`config.mk`:
```
export PLATFORM = sky130hd
export DESIGN_NAME = seq_scan_ctrl
export DESIGN_NICKNAME = d
export VERILOG_FILES = /design/src/rtl/seq_scan_pkg.sv /design/src/rtl/seq_scan_ctrl_match.sv /design/src/rtl/seq_scan_ctrl.sv
export SDC_FILE = /design/constraint.sdc
export NUM_CORES = 1
export LEC_CHECK = 0
export ABC_CLOCK_PERIOD_IN_PS = 5600
export BUFFER_PORTS_ARGS = -buffer_cell sky130_fd_sc_hd__buf_2
export CORE_MARGIN = 2
export CORE_UTILIZATION = 56
export CTS_CLUSTER_DIAMETER = 40
export DETAILED_ROUTE_END_ITERATION = 7
export GPL_TIMING_DRIVEN = 0
export PLACE_DENSITY = 0.94
export SYNTH_ARGS = -nofsm -noshare
export SYNTH_HDL_FRONTEND = slang
export SYNTH_HIERARCHICAL = 1
export SYNTH_SLANG_ARGS = --single-unit
```
`constraint.sdc`:
```
create_clock -name clk -period 5.6 [get_ports clk]
set_input_delay 0.56 -clock clk [delete_from_list [all_inputs] [get_ports clk]]
set_output_delay 0.56 -clock clk [all_outputs]
set_load 0.005 [all_outputs]
```
`src/rtl/seq_scan_pkg.sv`:
```
// Shared definitions for the serial pattern-scan controller: FSM encoding and
// default geometry of the word, pattern and hit counter.
package seq_scan_pkg;

  localparam logic [1:0] ST_IDLE  = 2'd0;
  localparam logic [1:0] ST_WAIT  = 2'd1;
  localparam logic [1:0] ST_SHIFT = 2'd2;
  localparam logic [1:0] ST_DONE  = 2'd3;

  localparam int DEF_W     = 8;
  localparam int DEF_PLEN  = 4;
  localparam int DEF_CNT_W = 8;
  localparam logic [DEF_PLEN-1:0] DEF_PATTERN = 4'b1101;

endpackage

```
`src/rtl/seq_scan_ctrl_match.sv`:
```
// Overlapping pattern detector: keeps the last PLEN-1 stream bits and compares
// them, together with the current bit, against PATTERN.
module pattern_match
  import seq_scan_pkg::*;
#(
  parameter int              PLEN    = DEF_PLEN,
  parameter logic [PLEN-1:0] PATTERN = DEF_PATTERN
) (
  input  logic clk,
  input  logic rst_n,
  input  logic clear_i,
  input  logic shift_en_i,
  input  logic bit_i,
  output logic match_o
);

  logic [PLEN-2:0] hist_q, hist_d;
  logic [PLEN-1:0] window;

  // Oldest history bit lands in the MSB, matching the first-received-bit-in-MSB pattern.
  assign window  = {hist_q, bit_i};
  assign match_o = (window == PATTERN);

  always_comb begin
    hist_d = hist_q;
    if (clear_i) begin
      hist_d = '0;
    end else if (shift_en_i) begin
      hist_d = window[PLEN-2:0];
    end
  end

  // NOTE: sequential state is only ever written with <= so every register
  // samples the pre-edge values of its peers, independent of block ordering.
  always_ff @(posedge clk or negedge rst_n) begin
    if (!rst_n) begin
      hist_q <= '0;
    end else begin
      hist_q <= hist_d;
    end
  end

endmodule

```
`src/rtl/seq_scan_ctrl.sv`:
```
// Frame controller: accepts words over valid/ready, serializes them MSB-first,
// and counts pattern hits across the whole frame.
module seq_scan_ctrl
  import seq_scan_pkg::*;
#(
  parameter int              W       = DEF_W,
  parameter int              PLEN    = DEF_PLEN,
  parameter logic [PLEN-1:0] PATTERN = DEF_PATTERN,
  parameter int              CNT_W   = DEF_CNT_W
) (
  input  logic             clk,
  input  logic             rst,
  input  logic             start,
  input  logic             abort,
  input  logic             word_valid,
  input  logic [W-1:0]     word_data,
  input  logic             word_last,
  output logic             word_ready,
  output logic             bit_out,
  output logic             bit_valid,
  output logic             busy,
  output logic             hit_pulse,
  output logic [CNT_W-1:0] hit_count,
  output logic             done
);

  localparam int BC_W = $clog2(W);

  logic [1:0]       state_q, state_d;
  logic [W-1:0]     sr_q, sr_d;
  logic [BC_W-1:0]  bit_cnt_q, bit_cnt_d;
  logic             last_q, last_d;
  logic             hit_pulse_q, hit_pulse_d;
  logic [CNT_W-1:0] hit_count_q, hit_count_d;

  logic in_shift, frame_start, accept, last_bit, match;

  assign in_shift    = (state_q == ST_SHIFT);
  assign frame_start = (state_q == ST_IDLE) && start;
  assign accept      = (state_q == ST_WAIT) && word_valid && !abort;
  assign last_bit    = (bit_cnt_q == BC_W'(W - 1));

  pattern_match #(
    .PLEN    (PLEN),
    .PATTERN (PATTERN)
  ) u_match (
    .clk        (clk),
    .rst_n      (rst),
    .clear_i    (frame_start),
    .shift_en_i (in_shift),
    .bit_i      (bit_out),
    .match_o    (match)
  );

  always_comb begin
    // NOTE: every next-state signal takes its current value first, so no path
    // through the case below can leave one unassigned and infer a latch.
    state_d     = state_q;
    sr_d        = sr_q;
    bit_cnt_d   = bit_cnt_q;
    last_d      = last_q;
    hit_count_d = hit_count_q;
    hit_pulse_d = in_shift && match;

    // Hit registration is independent of abort so the aborted cycle's bit still counts.
    if (hit_pulse_d && (hit_count_q != {CNT_W{1'b1}})) begin
      hit_count_d = hit_count_q + 1'b1;
    end

    case (state_q)
      ST_IDLE: begin
        if (start) begin
          state_d     = ST_WAIT;
          hit_count_d = '0;
          last_d      = 1'b0;
        end
      end
      ST_WAIT: begin
        if (accept) begin
          sr_d      = word_data;
          last_d    = word_last;
          bit_cnt_d = '0;
          state_d   = ST_SHIFT;
        end
      end
      ST_SHIFT: begin
        sr_d      = {sr_q[W-2:0], 1'b0};
        bit_cnt_d = bit_cnt_q + 1'b1;
        if (last_bit) begin
          state_d = last_q ? ST_DONE : ST_WAIT;
        end
      end
      default: state_d = ST_IDLE;
    endcase

    if (abort && (state_q != ST_IDLE)) begin
      state_d = ST_IDLE;
    end
  end

  always_ff @(posedge clk or negedge rst) begin
    if (!rst) begin
      state_q     <= ST_IDLE;
      sr_q        <= '0;
      bit_cnt_q   <= '0;
      last_q      <= 1'b0;
      hit_pulse_q <= 1'b0;
      hit_count_q <= '0;
    end else begin
      state_q     <= state_d;
      sr_q        <= sr_d;
      bit_cnt_q   <= bit_cnt_d;
      last_q      <= last_d;
      hit_pulse_q <= hit_pulse_d;
      hit_count_q <= hit_count_d;
    end
  end

  assign word_ready = (state_q == ST_WAIT);
  assign busy       = (state_q != ST_IDLE);
  assign bit_valid  = in_shift;
  assign bit_out    = in_shift & sr_q[W-1];
  assign done       = (state_q == ST_DONE);
  assign hit_pulse  = hit_pulse_q;
  assign hit_count  = hit_count_q;

endmodule
```
==> results of run 1 <==
## per-stage QoR
stage	power, mW	setup WS (ps)	area (um^2)	cells	util [%]
floorplan	0.304	3530	1260	129	-
global placement	0.327	3310	1430	184	65.7
detailed placement	0.338	3170	1430	184	65.7
CTS	0.429	3080	1460	188	67.4
global route	0.456	2840	1460	188	67.4
finish	0.428	3050	1460	188	67.4
## state kept, by name, summed over array words and instances (netlist names)
signal and count:
bit_cnt_q 3, hit_count 8, hit_pulse 1, last_q 1
sr_q 8, state_q 2, u_match/hist_q 3
## per-layer routing
metal / global-route usage (%) / routed length (um) / vias up
met5: 0 / 0 / -
met4: 10.5 / 85 / 0
met3: 3.80 / 102 / 9
met2: 43.4 / 1440 / 32
met1: 32.0 / 1190 / 514
li1: - / - / 515
## worst paths after layout
check | end | slack (ps)
max in group asynchronous | hit_count[4]$_DFF_PN0_ | 5020
min | sr_q[0]$_DFFE_PN0P_ | 210
max reg2reg | hit_count[7]$_DFF_PN0_ | 3050
min reg2reg | sr_q[4]$_DFFE_PN0P_ | 510
max | hit_count[7]$_DFF_PN0_ | 3050
min in group clk | sr_q[0]$_DFFE_PN0P_ | 440
## power by group through the flow
stage | Clock [mW] | Sequential [mW] | Combinational, mW
after floorplan | 0 | 0.249 | 0.0555
after detailed placement | 0 | 0.257 | 0.0811
final | 0.0941 | 0.254 | 0.0797
after global placement | 0 | 0.253 | 0.0747
after global routing | 0.103 | 0.259 | 0.0939
after CTS | 0.0953 | 0.253 | 0.0811
## layout make-up
type / instances / area (um^2) / share of cell area [%]
Sequential cell: 26 / 651 / 44.5
Multi-Input combinational cell: 95 / 571 / 39.0
Timing Repair Buffer: 27 / 135 / 9.24
Clock buffer: 4 / 36.3 / 2.48
Tap cell: 28 / 35.0 / 2.40
Inverter: 5 / 18.8 / 1.28
Buffer: 3 / 16.3 / 1.11
## cell families after synthesis
group | after synthesis | share of synthesized area, %
AO/OA/AOI/OAI | 29 | 13.5
XOR/XNOR | 1 | 0.697
adder cells (fa/ha/maj) | 3 | 2.99
buffers and inverters | 8 | 2.79
flip-flops | 26 | 51.8
multiplexers | 11 | 8.77
AND/OR/NAND/NOR | 51 | 19.4
## Yosys cell counts (2+ instances only)
cell,n,area share [%]
nand2b_1,2,1.0
ha_1,3,3.0
and2_1,2,1.0
nand3_1,6,2.4
nor2_1,9,2.7
nand2_1,22,6.6
a21oi_1,3,1.2
o31ai_1,3,1.8
dfrtp_1,26,52
inv_1,3,0.90
o21ai_0,18,7.2
mux2i_1,11,8.8
## worst max-delay path, cell delays in order (launching register included)
cell and delay (ps):
dfrtp_1 480, nand2b_1 250, clkinv_1 180, and2_1 210, and4b_1 250, nand3b_1 170, inv_2 150, o21ai_0 170
or4_1 450, a21oi_1 170
==> impl_metrics.py, run 1 <==
metrics = {
    "layout": {
        "antenna_cells": 0,
        "final_layout_size_suffix_gt1_share_pct": 22.5,
        "fillers": 178,
        "final_common_cell": "buf_2",
        "nNetsFinal": 178,
        "area_growth_pct": 16.4,
        "final_cell_mix": "28 x buf_2, 26 x dfrtp_1, 22 x nand2_1",
    },
    "pwr": {
        "ir_drop_mv": 0.217,
        "clockPowerShare_pct": 22.0,
        "power_frac_seq_pct": 59.3,
        "power.switching_uw": 124,
        "powerDensity_mw_per_mm2": 292,
        "netSwitchingFraction_pct": 28.9,
        "p_int_uw": 304,
        "power_frac_comb_pct": 18.6,
        "p_leak_nw": 0.699,
    },
    "sta": {
        "fmax_ghz": 0.393,
        "tns_ps": 0,
        "slew_headroom_pct": 59.5,
        "slew_viol_final": 0,
        "worst_pin_slew_ps": 607,
        "period_minus_slack_ps": 2550,
        "rsz0062_at_grt": "false",
        "finalSetupViolations": 0,
        "whs_ps": 212,
        "finClkSkew_ps": 4.51,
        "hold_viol_final": 0,
        "period_share_pct": 45.5,
    },
    "drt": {
        "avgViaCountPerCell": 5.69,
        "drt_wl_total_um": 2820,
        "firstDrtPassIters": 7,
        "drtIter0Drc": 40,
        "ant_nets": 0,
        "drc": 0,
        "num_vias": 1070,
        "routedWlPerCell_um": 15.0,
    },
    "synth": {
        "async_flop_share_pct": 100,
        "yosysWarnings": 6,
        "avgSynthCellArea_um2": 9.74,
        "synth_edf_count": 0,
        "seq_area_frac_synth_pct": 51.8,
        "syn-num-nets": 146,
        "netlist_area_mm2": 0.00126,
        "postSynthCellCount": 129,
        "ys.flop_type": "dfrtp_1",
        "ys_ff_latch": 26,
        "synth_cell_types": 33,
    },
    "global_route": {
        "grt_max_degree": 27,
        "first_global_vias": 1084,
        "antenna_found_initial": 0,
        "grt_usage_pct": 25.4,
        "grt_first_pass_wirelength_um": 4920,
        "grt_overflow": 0,
    },
    "cts": {
        "numCtsBuffers": 3,
        "insertion_delay_ps": 320,
        "clock-sinks": 26,
        "htreeDepth": 1,
        "cts_tree": "built",
        "cts.clk_slew.worst_paths_ps": 140,
        "cts_resized": 0,
        "cts_buffer_depth": 2,
        "cts-root-buf": "clkbuf_4",
        "postCtsHoldBufs": 0,
        "post_cts.repair.setup_buffers": 0,
    },
    "floorplan": {
        "die_h_um": 51.4,
        "fp-row-count": 17,
        "core_mm2": 0.00217,
        "start_util_pct": 57.9,
        "die-area_mm2": 0.00264,
        "pin_count": 28,
        "die_w_um": 51.4,
    },
    "place": {
        "dpl.hpwl_um": 2010,
        "gp_congestion": 0.836,
        "port_buffers": 27,
    },
    "status": {
        "status": "finished clean",
    },
    "flow_run": {
        "cap_violations": 0,
    },
    "min_path": {
        "hold_path_class": "input pin to async pin",
    },
    "worst_setup_path": {
        "rr_worst_depth": 9,
        "critPathCaptureType": "flip-flop",
        "cp_data_arrival_time_ps": 2800,
        "worstSetupPathType": "flip-flop to flip-flop",
        "crit_required_ps": 5850,
        "regToRegStartpoint": "state_q[0]$_DFFE_PN0P_",
        "critPathMaxFanout": 10,
        "cp-start-kind": "flip-flop",
        "worstSetupStartpoint": "state_q[0]$_DFFE_PN0P_",
    },
}
No activity file was read; power rests on OpenSTA's default activity.
==> run 2, diff against run 1 <==
--- a/config.mk
+++ b/config.mk
@@ -5,14 +5,15 @@
 export SDC_FILE = /design/constraint.sdc
 export NUM_CORES = 1
 export LEC_CHECK = 0
-export ABC_CLOCK_PERIOD_IN_PS = 5600
+export ABC_AREA = 1
+export ABC_CLOCK_PERIOD_IN_PS = 2200
 export BUFFER_PORTS_ARGS = -buffer_cell sky130_fd_sc_hd__buf_2
 export CORE_MARGIN = 2
-export CORE_UTILIZATION = 56
+export CORE_UTILIZATION = 48
 export CTS_CLUSTER_DIAMETER = 40
 export DETAILED_ROUTE_END_ITERATION = 7
 export GPL_TIMING_DRIVEN = 0
-export PLACE_DENSITY = 0.94
+export PLACE_DENSITY = 0.86
 export SYNTH_ARGS = -nofsm -noshare
 export SYNTH_HDL_FRONTEND = slang
 export SYNTH_HIERARCHICAL = 1
==> constraint.sdc (replaced) <==
create_clock -name clk -period 2.2 [get_ports clk]
set_input_delay 0.22 -clock clk [delete_from_list [all_inputs] [get_ports clk]]
set_output_delay 0.22 -clock clk [all_outputs]
set_load 0.005 [all_outputs]
==> run 2 against run 1 <==
  * Core utilization decreased by 8.4 points
  * Register-to-register slack got worse by 2700 ps
  * Count of clock-buffer cells in the layout decreased by 1
  * Critical path depth increased by 2
  * Sequential power increased to 2.6 times the previous value
  * Sequential cell count unchanged
  * Wire length decreased by 2.9%
  * Critical path type unchanged
  * Largest power group unchanged
==> impl_metrics.py, run 2 <==
metrics = {
    "drt": {
        "firstDrtPassIters": 4,
        "ant_nets": 0,
        "avgViaCountPerCell": 5.12,
        "routedWlPerCell_um": 11.4,
        "drc": 0,
        "num_vias": 1233,
        "drt_wl_total_um": 2740,
        "drtIter0Drc": 44,
    },
    "synth": {
        "syn-num-nets": 195,
        "synth_top_family_by_area": "simple AND/OR/NAND/NOR gates",
        "synthSimpleGateAreaFrac_pct": 31.0,
        "ys.flop_type": "dfrtp_1",
        "synth.mux.area_fraction_pct": 0,
        "seq_area_frac_synth_pct": 46.3,
        "postSynthCellCount": 178,
        "yosysWarnings": 6,
        "yosys.area_share.adder_pct": 2.67,
        "synthXorXnorAreaFrac_pct": 0,
        "synth_edf_count": 0,
        "synth-compound-area-share_pct": 10.4,
        "ys_ff_latch": 26,
        "async_flop_share_pct": 100,
        "synth_area_leader_cell": "dfrtp_1",
        "yosysMostFrequentCell": "nand2_1",
        "synth_common_cells": "42 x nand2_1, 26 x dfrtp_1, 26 x inv_1",
        "yosys-top-cells-area": "dfrtp_1 46%, nand2_1 11%, inv_1 6.9%, nor2_1 6.7%, nand3_1 5.0%",
        "netlist_area_mm2": 0.00141,
        "avgSynthCellArea_um2": 7.90,
        "synth_cell_types": 22,
        "yosysTopAreaCellShare_pct": 46.3,
    },
    "global_route": {
        "grt_max_degree": 27,
        "grt_overflow": 0,
        "use_met2_pct": 33.1,
        "grt_use_met3_pct": 4.69,
        "first_global_vias": 1162,
        "top_usage_layer": "met2",
        "grt_usage_pct": 18.5,
        "use_met1_pct": 21.8,
        "grt_first_pass_wirelength_um": 4800,
        "antenna_found_initial": 0,
    },
    "layout": {
        "final_cell_mix": "42 x nand2_1, 27 x buf_2, 26 x inv_1, 26 x dfrtp_1, 25 x nor2_1",
        "finalNonFillerCells": 241,
        "fin_util_pct": 59.1,
        "antenna_cells": 0,
        "fillers": 259,
        "final_common_cell": "nand2_1",
        "final_layout_size_suffix_gt1_share_pct": 21.0,
        "nNetsFinal": 228,
        "area_growth_pct": 16.8,
        "seq_area_um2": 651,
        "fin_area_mm2": 0.00164,
        "multi_input_area_um2": 621,
    },
    "sta": {
        "rsz0062_at_grt": "false",
        "fmax_ghz": 0.555,
        "period_share_pct": 81.9,
        "slew_headroom_pct": 62.1,
        "finClkSkew_ps": 11.7,
        "slew_viol_final": 0,
        "period_minus_slack_ps": 1800,
        "worst_pin_slew_ps": 568,
        "setup_slack_ps": 398,
        "finalSetupViolations": 0,
        "tns_ps": 0,
        "hold_viol_final": 0,
    },
    "worst_setup_path": {
        "crit_required_ps": 2420,
        "cpPeakStageDelay_ps": 430,
        "critPathMaxFanout": 10,
        "cp_data_arrival_time_ps": 2030,
        "crit_top_cell": "nor2_1",
        "path_cells": "inv_1 > nand2_4 > nor2_1 > nand2_1 > nor2_1 > inv_1 > nor2_4 > buf_6 > nand3_2 > o21ai_0 > nor2_1",
        "critPathCaptureType": "flip-flop",
        "critPathSlowestCell": "dfrtp_1",
        "cp-start-kind": "flip-flop",
        "worstSetupPathType": "flip-flop to flip-flop",
        "critPathTopFamily": "simple AND/OR/NAND/NOR gates",
        "worst-path-buf-inv": 3,
    },
    "pwr": {
        "power_frac_comb_pct": 33.8,
        "power_frac_seq_pct": 43.9,
        "power.switching_uw": 515,
        "ir_drop_mv": 0.712,
        "clockPowerShare_pct": 22.2,
        "netSwitchingFraction_pct": 34.9,
        "p_leak_nw": 0.866,
        "powerDensity_mw_per_mm2": 899,
        "p_int_uw": 962,
    },
    "cts": {
        "cts_tree": "built",
        "cts-root-buf": "clkbuf_4",
        "cts_buffer_depth": 2,
        "numCtsBuffers": 3,
        "clock-sinks": 26,
        "cts.clk_slew.worst_paths_ps": 150,
        "insertion_delay_ps": 330,
        "post_cts.repair.setup_buffers": 0,
        "htreeDepth": 1,
    },
    "place": {
        "placedCellCount": 236,
        "dpl.hpwl_um": 1980,
        "preCtsSetupSlack_ps": 399,
        "port_buffers": 27,
        "placed_area_mm2": 0.00158,
        "gp_congestion": 0.854,
    },
    "min_path": {
        "hold_path_class": "input pin to flip-flop",
    },
    "status": {
        "status": "finished clean",
    },
    "floorplan": {
        "fp-row-count": 19,
        "die_h_um": 58.1,
        "die-area_mm2": 0.00338,
        "core_mm2": 0.00278,
        "die_w_um": 58.1,
        "start_util_pct": 50.6,
        "pin_count": 28,
    },
    "flow_run": {
        "cap_violations": 0,
    },
}
-- run 2: cell count changes after synthesis, sizes merged, moves of 3 or more --
cell,before,now
o21ai,18,11
nand2,23,45
inv,4,27
nand4,0,3
nand3,6,16
nor2,9,28
o31ai,3,0
mux2i,11,0
o211ai,0,7
-- run 2: worst register-to-register path, delay by kind of cell (launching register included) --
kind	cells	cell delay [ps]
AO/OA/AOI/OAI	1	150
AND/OR/NAND/NOR	7	750
buffers and inverters	3	380
flip-flops	1	430
-- run 2: repair_timing --
item,CTS,global route
resized for setup,0,0
hold buffers,1,0
endpoints found under the hold margin,26,0
-- run 2: cell type report --
cell class | count | share of cell area (%)
Buffer | 3 | 2.06
Clock inverter | 1 | 1.83
Sequential cell | 26 | 39.6
Inverter | 27 | 6.17
Timing Repair Buffer | 28 | 8.83
Tap cell | 31 | 2.36
Multi-Input combinational cell | 122 | 37.8
Clock buffer | 3 | 1.37
-- run 2: final timing paths --
path	start	endpoint	slack, ps	cells past startpoint
worst max-delay path	state_q[0]$_DFFE_PN0P_	hit_count[6]$_DFF_PN0_	400	11
worst min register to register	u_match/hist_q[2]$_DFFE_PN0P_	u_match/hist_q[2]$_DFFE_PN0P_	500	2
worst max register to register	state_q[0]$_DFFE_PN0P_	hit_count[6]$_DFF_PN0_	400	11
worst min-delay path	word_last	last_q$_DFFE_PN0P_	90	3
min in group asynchronous	rst	sr_q[2]$_DFFE_PN0P_	400	2
max in group asynchronous	rst	state_q[1]$_DFFE_PN0P_	1420	2
-- run 2: power groups by stage --
stage | registers (mW) | clock network (mW) | logic [mW]
detailed placement | 0.661 | 0 | 0.506
floorplan | 0.644 | 0 | 0.377
global route | 0.663 | 0.361 | 0.587
global placement | 0.651 | 0 | 0.488
finish | 0.649 | 0.329 | 0.500
CTS | 0.650 | 0.340 | 0.509
-- run 2: kinds of logic after synthesis --
family,Yosys count
and+or+nand+nor,94
buffers and inverters,30
adders and majority gates,3
DFF,26
AOI/OAI and AO/OA,25
-- run 2: layer usage --
metal / share of wire, % / up-vias
met5: 0 / -
met4: 0.69 / 0
met3: 4.6 / 2
met2: 51 / 39
met1: 44 / 559
li1: - / 633
-- run 2: through the flow --
step	hold slack, ps	power [mW]
2_1_floorplan	-75.6	1.02
3_3_place_gp	249	1.14
3_5_place_dp	252	1.17
4_1_cts	77.5	1.50
5_1_grt	64.8	1.61
6_report	86.7	1.48
==> run 3, diff against run 2 <==
--- a/config.mk
+++ b/config.mk
@@ -6,7 +6,7 @@
 export NUM_CORES = 1
 export LEC_CHECK = 0
 export ABC_AREA = 1
-export ABC_CLOCK_PERIOD_IN_PS = 2200
+export ABC_CLOCK_PERIOD_IN_PS = 1560
 export BUFFER_PORTS_ARGS = -buffer_cell sky130_fd_sc_hd__buf_2
 export CORE_MARGIN = 2
 export CORE_UTILIZATION = 48
==> constraint.sdc (replaced) <==
create_clock -name clk -period 1.56 [get_ports clk]
set_input_delay 0.156 -clock clk [delete_from_list [all_inputs] [get_ports clk]]
set_output_delay 0.156 -clock clk [all_outputs]
set_load 0.005 [all_outputs]
==> run 3 against run 2 <==
  * The flow now finishes with violations (negative setup slack)
  * Critical path depth decreased by 6
  * Critical path type is now flip-flop to output port
  * Non-clock buffer count grew 16
  * Global-route usage shrank 0.18 points
  * Critical endpoint is now busy
  * Register-to-register slack worse by 370 ps
  * Clock skew is 7.0 ps lower
  * Power up 43%
==> impl_metrics.py, run 3 (synthesis results as in run 2) <==
metrics = {
    "sta": {
        "hold_viol_final": 0,
        "finClkSkew_ps": 4.73,
        "period_share_pct": 100,
        "whs_ps": 23.7,
        "worst_pin_slew_ps": 590,
        "slew_headroom_pct": 60.7,
        "fmax_ghz": 0.640,
        "setup_slack_ps": -2.89,
        "period_minus_slack_ps": 1560,
        "finalSetupViolations": 1,
        "rsz0062_at_grt": "true",
        "slew_viol_final": 0,
    },
    "flow_run": {
        "cap_violations": 0,
    },
    "drt": {
        "drtIter0Drc": 56,
        "ant_nets": 0,
        "num_vias": 1320,
        "routedWlPerCell_um": 11.5,
        "drt_wl_total_um": 2960,
        "avgViaCountPerCell": 5.14,
        "firstDrtPassIters": 4,
        "drc": 0,
    },
    "worst_setup_path": {
        "critPathTopFamily": "buffers and inverters",
        "path_cells": "buf_4 > buf_4 > nor2_1 > inv_1 > buf_2",
        "rrSetupSlack_ps": 30,
        "cpPeakStageDelay_ps": 430,
        "crit_required_ps": 1400,
        "critPathMaxFanout": 3,
        "worst-path-buf-inv": 4,
        "cp_data_arrival_time_ps": 1410,
        "worstSetupPathType": "flip-flop to output port",
        "rr_worst_depth": 10,
        "r2r-end": "hit_count[3]$_DFF_PN0_",
        "critPathSlowestCell": "dfrtp_1",
        "crit_top_cell": "buf_4",
        "regToRegStartpoint": "state_q[0]$_DFFE_PN0P_",
        "critPathCaptureType": "output port",
        "cp-start-kind": "flip-flop",
    },
    "cts": {
        "clock-sinks": 26,
        "htreeDepth": 1,
        "cts.clk_slew.worst_paths_ps": 140,
        "cts_tree": "built",
        "cts_buffer_depth": 2,
        "numCtsBuffers": 3,
        "insertion_delay_ps": 320,
        "cts-root-buf": "clkbuf_4",
    },
    "min_path": {
        "hold_depth": 3,
        "min-delay-start": "word_last",
        "hold_path_end": "last_q$_DFFE_PN0P_",
        "hold_path_class": "input pin to flip-flop",
    },
    "pwr": {
        "p_leak_nw": 0.934,
        "ir_drop_mv": 1.03,
        "p_total_mw": 2.11,
        "powerDensity_mw_per_mm2": 1200,
    },
    "layout": {
        "area_growth_pct": 25.6,
        "nNetsFinal": 244,
        "final_common_cell": "nand2_1",
        "fillers": 269,
        "final_cell_mix": "40 x nand2_1, 28 x buf_2, 25 x inv_1, 25 x dfrtp_1, 22 x nor2_1",
        "antenna_cells": 0,
        "final_layout_size_suffix_gt1_share_pct": 30.1,
        "fin_area_mm2": 0.00177,
        "fin_util_pct": 63.5,
    },
    "floorplan": {
        "start_util_pct": 50.6,
        "pin_count": 28,
        "die-area_mm2": 0.00338,
        "die_h_um": 58.1,
        "core_mm2": 0.00278,
        "die_w_um": 58.1,
        "fp-row-count": 19,
    },
    "status": {
        "status": "finished with violations",
        "violations": "negative setup slack",
    },
    "place": {
        "placed_area_mm2": 0.00158,
        "gp_congestion": 0.823,
        "dpl.hpwl_um": 1960,
        "port_buffers": 27,
        "preCtsSetupSlack_ps": -133,
    },
    "global_route": {
        "antenna_found_initial": 0,
        "grt_max_degree": 27,
        "first_global_vias": 1136,
        "grt_usage_pct": 18.4,
        "grt_overflow": 0,
        "grt_first_pass_wirelength_um": 4800,
    },
}
-- run 3: worst max path at each step --
stage | cells after the start | start | endpoint
6_report | 5 | state_q[0]$_DFFE_PN0P_ | busy
5_1_grt | 12 | state_q[0]$_DFFE_PN0P_ | hit_count[6]$_DFF_PN0_
4_1_cts | 5 | state_q[0]$_DFFE_PN0P_ | bit_valid
3_5_place_dp | 11 | state_q[0]$_DFFE_PN0P_ | hit_count[6]$_DFF_PN0_
3_3_place_gp | 11 | state_q[0]$_DFFE_PN0P_ | hit_count[6]$_DFF_PN0_
2_1_floorplan | 11 | state_q[0]$_DFFE_PN0P_ | hit_count[6]$_DFF_PN0_
-- run 3: tightest hold or removal path, cell delays in order --
cell	delay (ps)
buf_2	70
nand2_1	40
nand2_1	50
-- run 3: report_power, final --
group / switching [mW] / internal (mW)
Sequential: 0.0766 / 0.833
Combinational: 0.494 / 0.364
Clock: 0.202 / 0.143
Total: 0.773 / 1.34
-- run 3: per-layer routing --
layer / vias up / GRT usage [%] / wire length, um
met2: 41 / 33.8 / 1490
met4: 0 / 1.99 / 14
met1: 610 / 22.1 / 1300
met3: 2 / 4.91 / 148
li1: 667 / - / -
met5: - / 0 / 0
-- run 3: per-stage QoR --
stage | setup TNS (ps) | std cells
floorplan | 0 | 178
global placement | -69.5 | 236
detailed placement | -504 | 236
CTS | -28.1 | 244
global route | -592 | 257
finish | -2.89 | 257
-- run 3: timing repair --
action	in CTS	in global routing
pin swaps	1	4
setup endpoints to repair	8	12
gates resized for setup	3	5
endpoints found under the hold margin	26	0
buffers inserted	3	12
hold buffers	1	0
cloned	0	1
-- run 3: cell type report --
type | count | area [um^2] | share of cell area (%)
buffer | 3 | 33.8 | 1.91
clock buffer | 4 | 36.3 | 2.05
inverter | 27 | 101 | 5.74
multi-input combinational | 122 | 642 | 36.3
sequential | 26 | 652 | 36.9
tap | 31 | 38.8 | 2.20
timing repair buffer | 44 | 263 | 14.9
